`config.mk`:
```
export PLATFORM = sky130hd
export DESIGN_NAME = muldiv_sequencer
export DESIGN_NICKNAME = d
export VERILOG_FILES = /design/src/rtl/muldiv_sequencer.sv
export SDC_FILE = /design/constraint.sdc
export NUM_CORES = 1
export LEC_CHECK = 0
export ABC_AREA = 1
export BUFFER_PORTS_ARGS = -buffer_cell sky130_fd_sc_hd__buf_4
export CAP_MARGIN = 10
export CELL_PAD_IN_SITES_DETAIL_PLACEMENT = 1
export CELL_PAD_IN_SITES_GLOBAL_PLACEMENT = 2
export CORE_ASPECT_RATIO = 1.5
export CORE_MARGIN = 2
export CORE_UTILIZATION = 25
export CTS_CLUSTER_DIAMETER = 100
export DETAILED_ROUTE_END_ITERATION = 10
export PLACE_DENSITY_LB_ADDON = 0.1
export SYNTH_ARGS = -nofsm -noshare
export SYNTH_HDL_FRONTEND = slang
export SYNTH_SLANG_ARGS = --single-unit
export TNS_END_PERCENT = 5
```
`constraint.sdc`:
```
create_clock -name clk -period 2.3 [get_ports clk]
set_clock_uncertainty 0.2 [all_clocks]
set_input_delay 0.115 -clock clk [delete_from_list [all_inputs] [get_ports clk]]
set_output_delay 0.115 -clock clk [all_outputs]
set_load 0.05 [all_outputs]
```
`src/rtl/muldiv_sequencer.sv`:
```
// ============================================================================
//  Module      : muldiv_sequencer
//  Description : Control sequencer for the multi-cycle MulDiv engine. Decodes
//                MULT/MULTU/DIV/DIVU/MFHI/MFLO/MTHI/MTLO requests, latches
//                engine operands, holds engine Start for the whole operation,
//                stalls the issuing stage while busy, and returns MFHI/MFLO
//                data. A watchdog aborts a run whose engine never reports
//                ready.
//                Optional build macro MULDIV_CANCEL_EN adds a 'flush' input
//                that cancels an in-flight operation.
//  Revision    : 1.0 - initial release
// ============================================================================
`default_nettype none

module muldiv_sequencer #(
  parameter int MAX_CYCLES = 40
) (
  input  logic        clk,
  input  logic        reset,
`ifdef MULDIV_CANCEL_EN
  input  logic        flush,
`endif
  input  logic        op_valid,
  input  logic [2:0]  op_code,
  input  logic [31:0] op_a,
  input  logic [31:0] op_b,
  output logic        op_ready,
  output logic        stall,
  output logic        res_valid,
  output logic [31:0] res_data,
  output logic        busy,
  output logic        timeout_err,
  output logic [31:0] eng_a,
  output logic [31:0] eng_b,
  output logic        eng_mord,
  output logic        eng_start,
  output logic        eng_selhl,
  output logic        eng_write,
  output logic        eng_sign,
  input  logic        eng_ready,
  input  logic [31:0] eng_cout
);

  typedef enum logic [1:0] {
    S_IDLE    = 2'd0,
    S_RUN     = 2'd1,
    S_RELEASE = 2'd2,
    S_MFRD    = 2'd3
  } state_t;

  localparam int              c_CW   = $clog2(MAX_CYCLES + 1);
  localparam logic [c_CW-1:0] c_LAST = c_CW'(MAX_CYCLES - 1);

  state_t          r_state;
  logic [c_CW-1:0] r_cnt;
  logic [31:0]     r_a;
  logic [31:0]     r_b;
  logic            r_mord;
  logic            r_sign;
  logic            r_start;
  logic            r_selhl;
  logic            r_write;
  logic            r_res_valid;
  logic [31:0]     r_res_data;
  logic            r_timeout;

  logic            w_flush;
  logic            w_idle;
  logic            w_is_md;
  logic            w_is_mf;
  logic            w_is_mt;
  logic            w_mf_sel;
  logic            w_mf_conflict;
  logic            w_ready;
  logic            w_accept;

`ifdef MULDIV_CANCEL_EN
  assign w_flush = flush;
`else
  assign w_flush = 1'b0;
`endif

  // Request decode: bit 2 clear is the MUL/DIV class, 10x is MF, 11x is MT.
  assign w_is_md  = ~op_code[2];
  assign w_is_mf  = (op_code[2:1] == 2'b10);
  assign w_is_mt  = (op_code[2:1] == 2'b11);
  assign w_mf_sel = ~op_code[0];
  assign w_idle   = (r_state == S_IDLE);

  // The engine select is shared between an MT write pulse and an MF read in
  // the same cycle. When both target the same register the written value is
  // forwarded; when they target different registers the MF waits one cycle
  // for the write pulse to finish.
  assign w_mf_conflict = r_write & w_is_mf & (w_mf_sel != r_selhl);

  assign w_ready  = w_idle & ~w_flush & ~(op_valid & w_mf_conflict);
  assign w_accept = op_valid & w_ready;

  assign op_ready    = w_ready;
  assign stall       = op_valid & ~w_ready;
  assign busy        = ~w_idle;
  assign res_valid   = r_res_valid;
  assign res_data    = r_res_data;
  assign timeout_err = r_timeout;
  assign eng_a       = r_a;
  assign eng_b       = r_b;
  assign eng_mord    = r_mord;
  assign eng_sign    = r_sign;
  assign eng_start   = r_start;
  assign eng_write   = r_write;
  // MF drives the select combinationally in its accept cycle; otherwise the
  // select follows the last MT target.
  assign eng_selhl   = (w_accept & w_is_mf) ? w_mf_sel : r_selhl;

  // Sequencer state machine with registered engine controls and watchdog.
  always_ff @(posedge clk) begin
    if (reset) begin
      r_state     <= S_IDLE;
      r_cnt       <= '0;
      r_a         <= '0;
      r_b         <= '0;
      r_mord      <= 1'b0;
      r_sign      <= 1'b0;
      r_start     <= 1'b0;
      r_selhl     <= 1'b0;
      r_write     <= 1'b0;
      r_res_valid <= 1'b0;
      r_res_data  <= '0;
      r_timeout   <= 1'b0;
    end else begin
      r_write     <= 1'b0;
      r_res_valid <= 1'b0;
      case (r_state)
        S_IDLE: begin
          if (w_accept) begin
            if (w_is_md) begin
              // Operands stay frozen until IDLE: the engine re-reads them in
              // its final sign-correction step.
              r_a     <= op_a;
              r_b     <= op_b;
              r_mord  <= op_code[1];
              r_sign  <= ~op_code[0];
              r_start <= 1'b1;
              r_cnt   <= '0;
              r_state <= S_RUN;
            end else if (w_is_mf) begin
              r_res_data  <= r_write ? r_a : eng_cout;
              r_res_valid <= 1'b1;
              r_state     <= S_MFRD;
            end else if (w_is_mt) begin
              r_a     <= op_a;
              r_selhl <= ~op_code[0];
              r_write <= 1'b1;
            end
          end
        end
        S_RUN: begin
          if (w_flush) begin
            r_start <= 1'b0;
            r_cnt   <= '0;
            r_state <= S_IDLE;
          end else if ((r_cnt != '0) && eng_ready) begin
            // The first RUN cycle is skipped: the engine's ready is stale then.
            r_start <= 1'b0;
            r_cnt   <= '0;
            r_state <= S_RELEASE;
          end else if (r_cnt == c_LAST) begin
            r_timeout <= 1'b1;
            r_start   <= 1'b0;
            r_cnt     <= '0;
            r_state   <= S_RELEASE;
          end else begin
            r_cnt <= r_cnt + 1'b1;
          end
        end
        S_RELEASE: begin
          // One cycle with Start low lets the engine clear its step counter.
          r_start <= 1'b0;
          r_cnt   <= '0;
          r_state <= S_IDLE;
        end
        S_MFRD: begin
          r_state <= S_IDLE;
        end
        default: begin
          r_start <= 1'b0;
          r_state <= S_IDLE;
        end
      endcase
    end
  end

endmodule

`default_nettype wire
```
* Yosys cells after proc, flatten, opt, wreduce, memory -nomap -nowiden
Index checks and enable logic that the tools add are counted.
** Cells by class
- $add $sub $neg :: 1
- Equality and inequality tests :: 13
- Mux-type cells :: 23
- Bitwise gates (word level) :: 15
- Reduce and logical (&&, ||, !) cells :: 15
** Operator list (count)
- $mux 32 :: 4
- $mux 6 :: 4
- $pmux 6 s3 :: 1
- $reduce_and 3->1 :: 4
- $reduce_and 4->1 :: 3
- $mux 2 :: 5
- $eq 2x2->1 const B :: 4
- $not 1->1 :: 8
- $and 1x1->1 :: 7
- $mux 1 :: 7
- $add 6x1->6 const B :: 1
- $eq 6x6->1 const B :: 1
- $pmux 2 s3 :: 1
- $reduce_bool 6->1 :: 1
- $reduce_and 5->1 :: 1
- $reduce_or 5->1 :: 1
- $ne 2x1->1 const B :: 2
- $ne 2x2->1 const B :: 2
- $reduce_or 4->1 :: 1
- $ne 3x2->1 const B :: 1
- $ne 3x3->1 const B :: 1
- $pmux 1 s3 :: 1
- $reduce_bool 3->1 :: 1
- $eq 2x1->1 const B :: 1
- other kinds (4) :: 4
** Word-level totals
- Flip-flop bits (word level) :: 111
- Bits of input ports :: 103
- Output and inout port bits :: 106
- Logic and storage cells :: 79

* Logic depth before layout (Yosys ltp)
- Depth after elaboration :: 9
- Depth in mapped cells :: 9
- Depth with buffers taken out :: 9

* Worst setup path before layout
No wires, ideal clock.
- Kind :: register -> output
- Start point :: reg r_state[0]
- End point :: out stall
- Data arrival time :: 2.437 ns
- Required time :: 1.985 ns
- Path slack :: -0.452 ns
- Cell stages (with the launch flop) :: 6
- Path buffers :: 0
- Cells stage by stage :: dfxtp_1 inv_1 ha_1 inv_1 a21oi_1 nor2_1
** On the way
- Cells in the longest elaborated chain, start to end :: 4
** RTL lines
- start, declared :: RTL line 54 : state_t r_state;
- start signal, assigned :: RTL line 118 : r_state <= S_IDLE;
- start signal, assigned :: RTL line 145 : r_state <= S_RUN;
- start signal, assigned :: RTL line 149 : r_state <= S_MFRD;
- $logic_not 2->1 :: RTL line 88 : assign w_idle = (r_state == S_IDLE);
- $and 1x1->1 :: RTL line 96 : assign w_ready = w_idle & ~w_flush & ~(op_valid & w_mf_conflict);
- net op_ready :: RTL line 27 : output logic op_ready,
- $not 1->1 :: RTL line 100 : assign stall = op_valid & ~w_ready;
- $and 1x1->1 :: RTL line 100
- end, declared :: RTL line 28 : output logic stall,
The timed path passes the listed nets, and every way through them passes these cells.

* Final worst setup path
- Start point :: reg r_state[1]
- End point :: out stall
** On the way
- Cells in the longest elaborated chain, start to end :: 4
** RTL lines (RTL line)
- $logic_not 2->1 :: 88
- $and 1x1->1 :: 96
- $not 1->1 :: 100
- $and 1x1->1 :: 100
Every way passes these cells.

==> reports/results.tsv <==
stage	metric	value	unit
power	Clk pwr share	21.3	%
routing	antenna-violating nets left	0	
yosys	Mapped Nets	739	
min_path	HP Class	input pin to flop	
power	Max rail drop VDD	0.471	mV
critical_path	flop-to-flop setup slack	0.24	ns
run	MaxCap Viol Count	0	
critical_path	Reg-to-Reg Start	r_state[1]	
routing	Routed WL	16.8	mm
critical_path	crit path DAT	1.76	ns
routing	WL/cell	14.3	um
critical_path	Cell Chain, Critical Path	inv_1, ha_1, inv_1, a21oi_2, nor2_1, buf_4	
critical_path	critical path class	flop to output pin	
clock_network	CTS tree	built	
power	PD cells	934	nW/um^2
cells_and_area	fin nets	1024	
power	Logic pwr share	44.4	%
min_path	Hold Path Sink	eng_mord	
yosys	synthesis-stage register bit count	111	
power	switching portion of total power	44.0	%
timing	Fin Setup TNS	0	ns
global_route	GRT overflow	0	
placement	final weighted congestion in routability-driven placement	0.761	
critical_path	crit-path max FO	6	
min_path	hold_sp	op_code[1]	
timing	final setup vio count	0	
global_route	largest net degree at the start of global routing	65	
cells_and_area	Reg area	2220	um^2
timing	Slew @ Worst Pin	0.388	ns
timing	Fin. Hold Viols	0	
placement	HPWL Detailed	11.6	mm
floorplan	Die H	173	um
critical_path	Most common cell on crit path	inv_1	
cells_and_area	final instance area	7730	um^2
power	total power	7.22	mW
clock_network	CTS root buf	clkbuf_16	
critical_path	worst flop-to-flop path endpoint	eng_b[19]	
floorplan	Die X-Extent	116	um
placement	Post-DP Area	6470	um^2
outcome	status	completed	
yosys	mean post-synth cell area	7.52	um^2
timing	min cycle time layout	2.07	ns
floorplan	row count	61	
floorplan	total core area	18500	um^2
clock_network	CTS Buffer Depth	2	
clock_network	setup repair bufs after CTS	0	
cells_and_area	layout cell share with drive strength beyond 1	26.6	%
power	Int Pwr	4.04	mW
routing	Vias	5113	
yosys	share of the synthesized area in the top cell type	46.9	%
critical_path	startpoint class of the critical path	flop	
routing	starting DRC count in detailed routing	170	
timing	Max transition margin	74.1	%
yosys	post-synth top area cell	dfxtp_1	
floorplan	Initial Utilization	25.5	%
timing	RSZ-0062 raised after global routing	no	
timing	Final period util	90.2	%
floorplan	Ports	209	
yosys	share of the yosys chip area belonging to registers	46.9	%
yosys	Mapped Cells	630	
clock_network	Resized Gates After CTS	0	
global_route	vias in the first global route	5428	
timing	Max Fclk	482	MHz
power	LEAKAGE	3.44	nW
power	Net Sw Power	3.18	mW
clock_network	worst skew pair latency	0.35	ns
cells_and_area	multi-input combinational cell area	1820	um^2
critical_path	Buffers & Inverters on Critical Path	3	
clock_network	CTS sink cnt	111	
routing	DRT Pass-1 Iters	4	
critical_path	crit end category	output pin	
yosys	top cells by area, synth	dfxtp_1 (47%), o21ai_0 (12%), a21oi_1 (11%)	
critical_path	slowest stage delay, CP	0.39	ns
clock_network	H-tree Lvls	3	
critical_path	Req. time, crit path	1.99	ns
min_path	WHS Path Cells	5	
power	sequential fraction of design power	34.3	%
global_route	first-pass GRT wire length	26.4	mm
critical_path	CP max stage cell	ha_1	
cells_and_area	fillers	2265	
timing	Pins Over Slew Limit	0	
critical_path	family with the most delay on the worst path	buffers and inverters	
placement	Port Buf Inserts	208	
global_route	GRT Total Usage	16.7	%
yosys	Netlist Area Pre-Place	4740	um^2
critical_path	path depth of the worst reg2reg path	6	
floorplan	Die Area	20100	um^2
cells_and_area	area grow syn2layout	63.2	%
routing	# DRC	0	
global_route	antenna violations before repair	0	
yosys	synth warn	0	
clock_network	total CTS buffers	9	
clock_network	clock-pin slew on the worst setup and hold paths	0.08	ns
clock_network	hold buffer count at CTS	98	
cells_and_area	Inserted Diodes	0	
routing	Vias/cell	4.36	
yosys	number of distinct library cells after synthesis	24	
-- sequential cells by signal (all words and copies together), names as in the netlist, 2 cells and up --
signal,flops
eng_b,32
eng_a,32
res_data,32
r_cnt,6
r_state,2
-- worst max path at each step --
stage               startpoint   endpoint  slack [ns]  cells past startpoint
floorplan           r_state[0]      stall        -0.1                      5
global placement    r_state[0]  eng_b[21]        0.37                      6
CTS                 r_state[1]  eng_selhl        0.18                      5
detailed placement  r_state[1]  eng_b[19]        0.21                      6
global route        r_state[0]  eng_b[20]        0.02                      6
finish              r_state[1]      stall        0.23                      6
-- synth_stat cells --
cell / n
a21oi_1: 105
buf_2: 4
buf_6: 13
clkbuf_1: 21
clkbuf_2: 1
clkinv_1: 1
dfxtp_1: 111
ha_1: 6
inv_1: 117
inv_2: 2
nand2_1: 65
nand2_2: 3
nand2_4: 1
nand3_1: 10
nand4_1: 2
nand4_4: 3
nor2_1: 28
nor2_2: 1
o21a_1: 1
o21ai_0: 115
o21ai_1: 17
o21bai_4: 1
or2_2: 1
xnor2_1: 1
-- worst register-to-register path, delay by kind of cell (launching register included) --
kind | cells | cell delay (ns)
DFF | 1 | 0.32
buffers and inverters | 2 | 0.40
adders and majority gates | 1 | 0.39
AOI/OAI and AO/OA | 2 | 0.30
and+or+nand+nor | 1 | 0.34
-- metal layers --
metal | vias to the layer above | share of wire [%] | global-route usage, %
met5 | - | 0 | 0
met4 | 0 | 2.4 | 6.30
met3 | 22 | 5.6 | 4.10
met2 | 141 | 55 | 32.5
met1 | 2369 | 37 | 16.3
li1 | 2581 | - | -
-- cells in the final DEF (no fill, tap or decap), types with 3 or more instances in the layout --
cell / count
dfxtp_1: 111
nand4_4: 3
o21ai_0: 114
inv_2: 3
buf_4: 211
clkbuf_16: 9
nand3_1: 10
nand2_1: 65
dlygate4sd3_1: 98
buf_12: 4
nor2_1: 28
o21ai_1: 18
inv_1: 116
a21oi_1: 104
nand2_2: 3
ha_1: 6
-- cell type report --
| cell class | count | area share (%) |
|---|---|---|
| Multi-Input combinational cell | 360 | 23.5 |
| Clock inverter | 7 | 0.712 |
| Timing Repair Buffer | 313 | 34.2 |
| Inverter | 120 | 5.83 |
| Clock buffer | 9 | 2.91 |
| Tap cell | 252 | 4.08 |
| Sequential cell | 111 | 28.7 |
-- logic make-up (layout without fill, tap and decap cells) --
logic type | Yosys count | in the layout | share of synthesized area [%]
simple gates | 114 | 114 | 10.9
buf+inv | 159 | 449 | 14.8
fa+ha+maj | 6 | 6 | 1.58
flops | 111 | 111 | 46.9
xor+xnor | 1 | 1 | 0.185
compound gates | 239 | 239 | 25.6
-- power groups by stage --
| stage | Sequential, mW | Combinational (mW) | Clock (mW) |
|---|---|---|---|
| 2_1_floorplan | 3.62 | 1.03 | 0 |
| 3_3_place_gp | 2.51 | 3.05 | 0 |
| 3_5_place_dp | 2.52 | 3.09 | 0 |
| 4_1_cts | 2.48 | 3.24 | 1.60 |
| 5_1_grt | 2.53 | 3.45 | 1.69 |
| 6_report | 2.48 | 3.21 | 1.54 |
-- metrics by stage --
step / instances / worst slack (ns) / hold WS, ns / util (%)
after floorplan: 630 / -0.0997 / 0.0884 / -
after global placement: 1058 / 0.367 / 0.169 / 34.9
after detailed placement: 1058 / 0.215 / 0.188 / 34.9
after CTS: 1172 / 0.176 / 0.00525 / 41.7
after global routing: 1172 / 0.0245 / 0.0444 / 41.7
final: 1172 / 0.225 / 0.0107 / 41.7
Power figures use the tool's default switching activity.
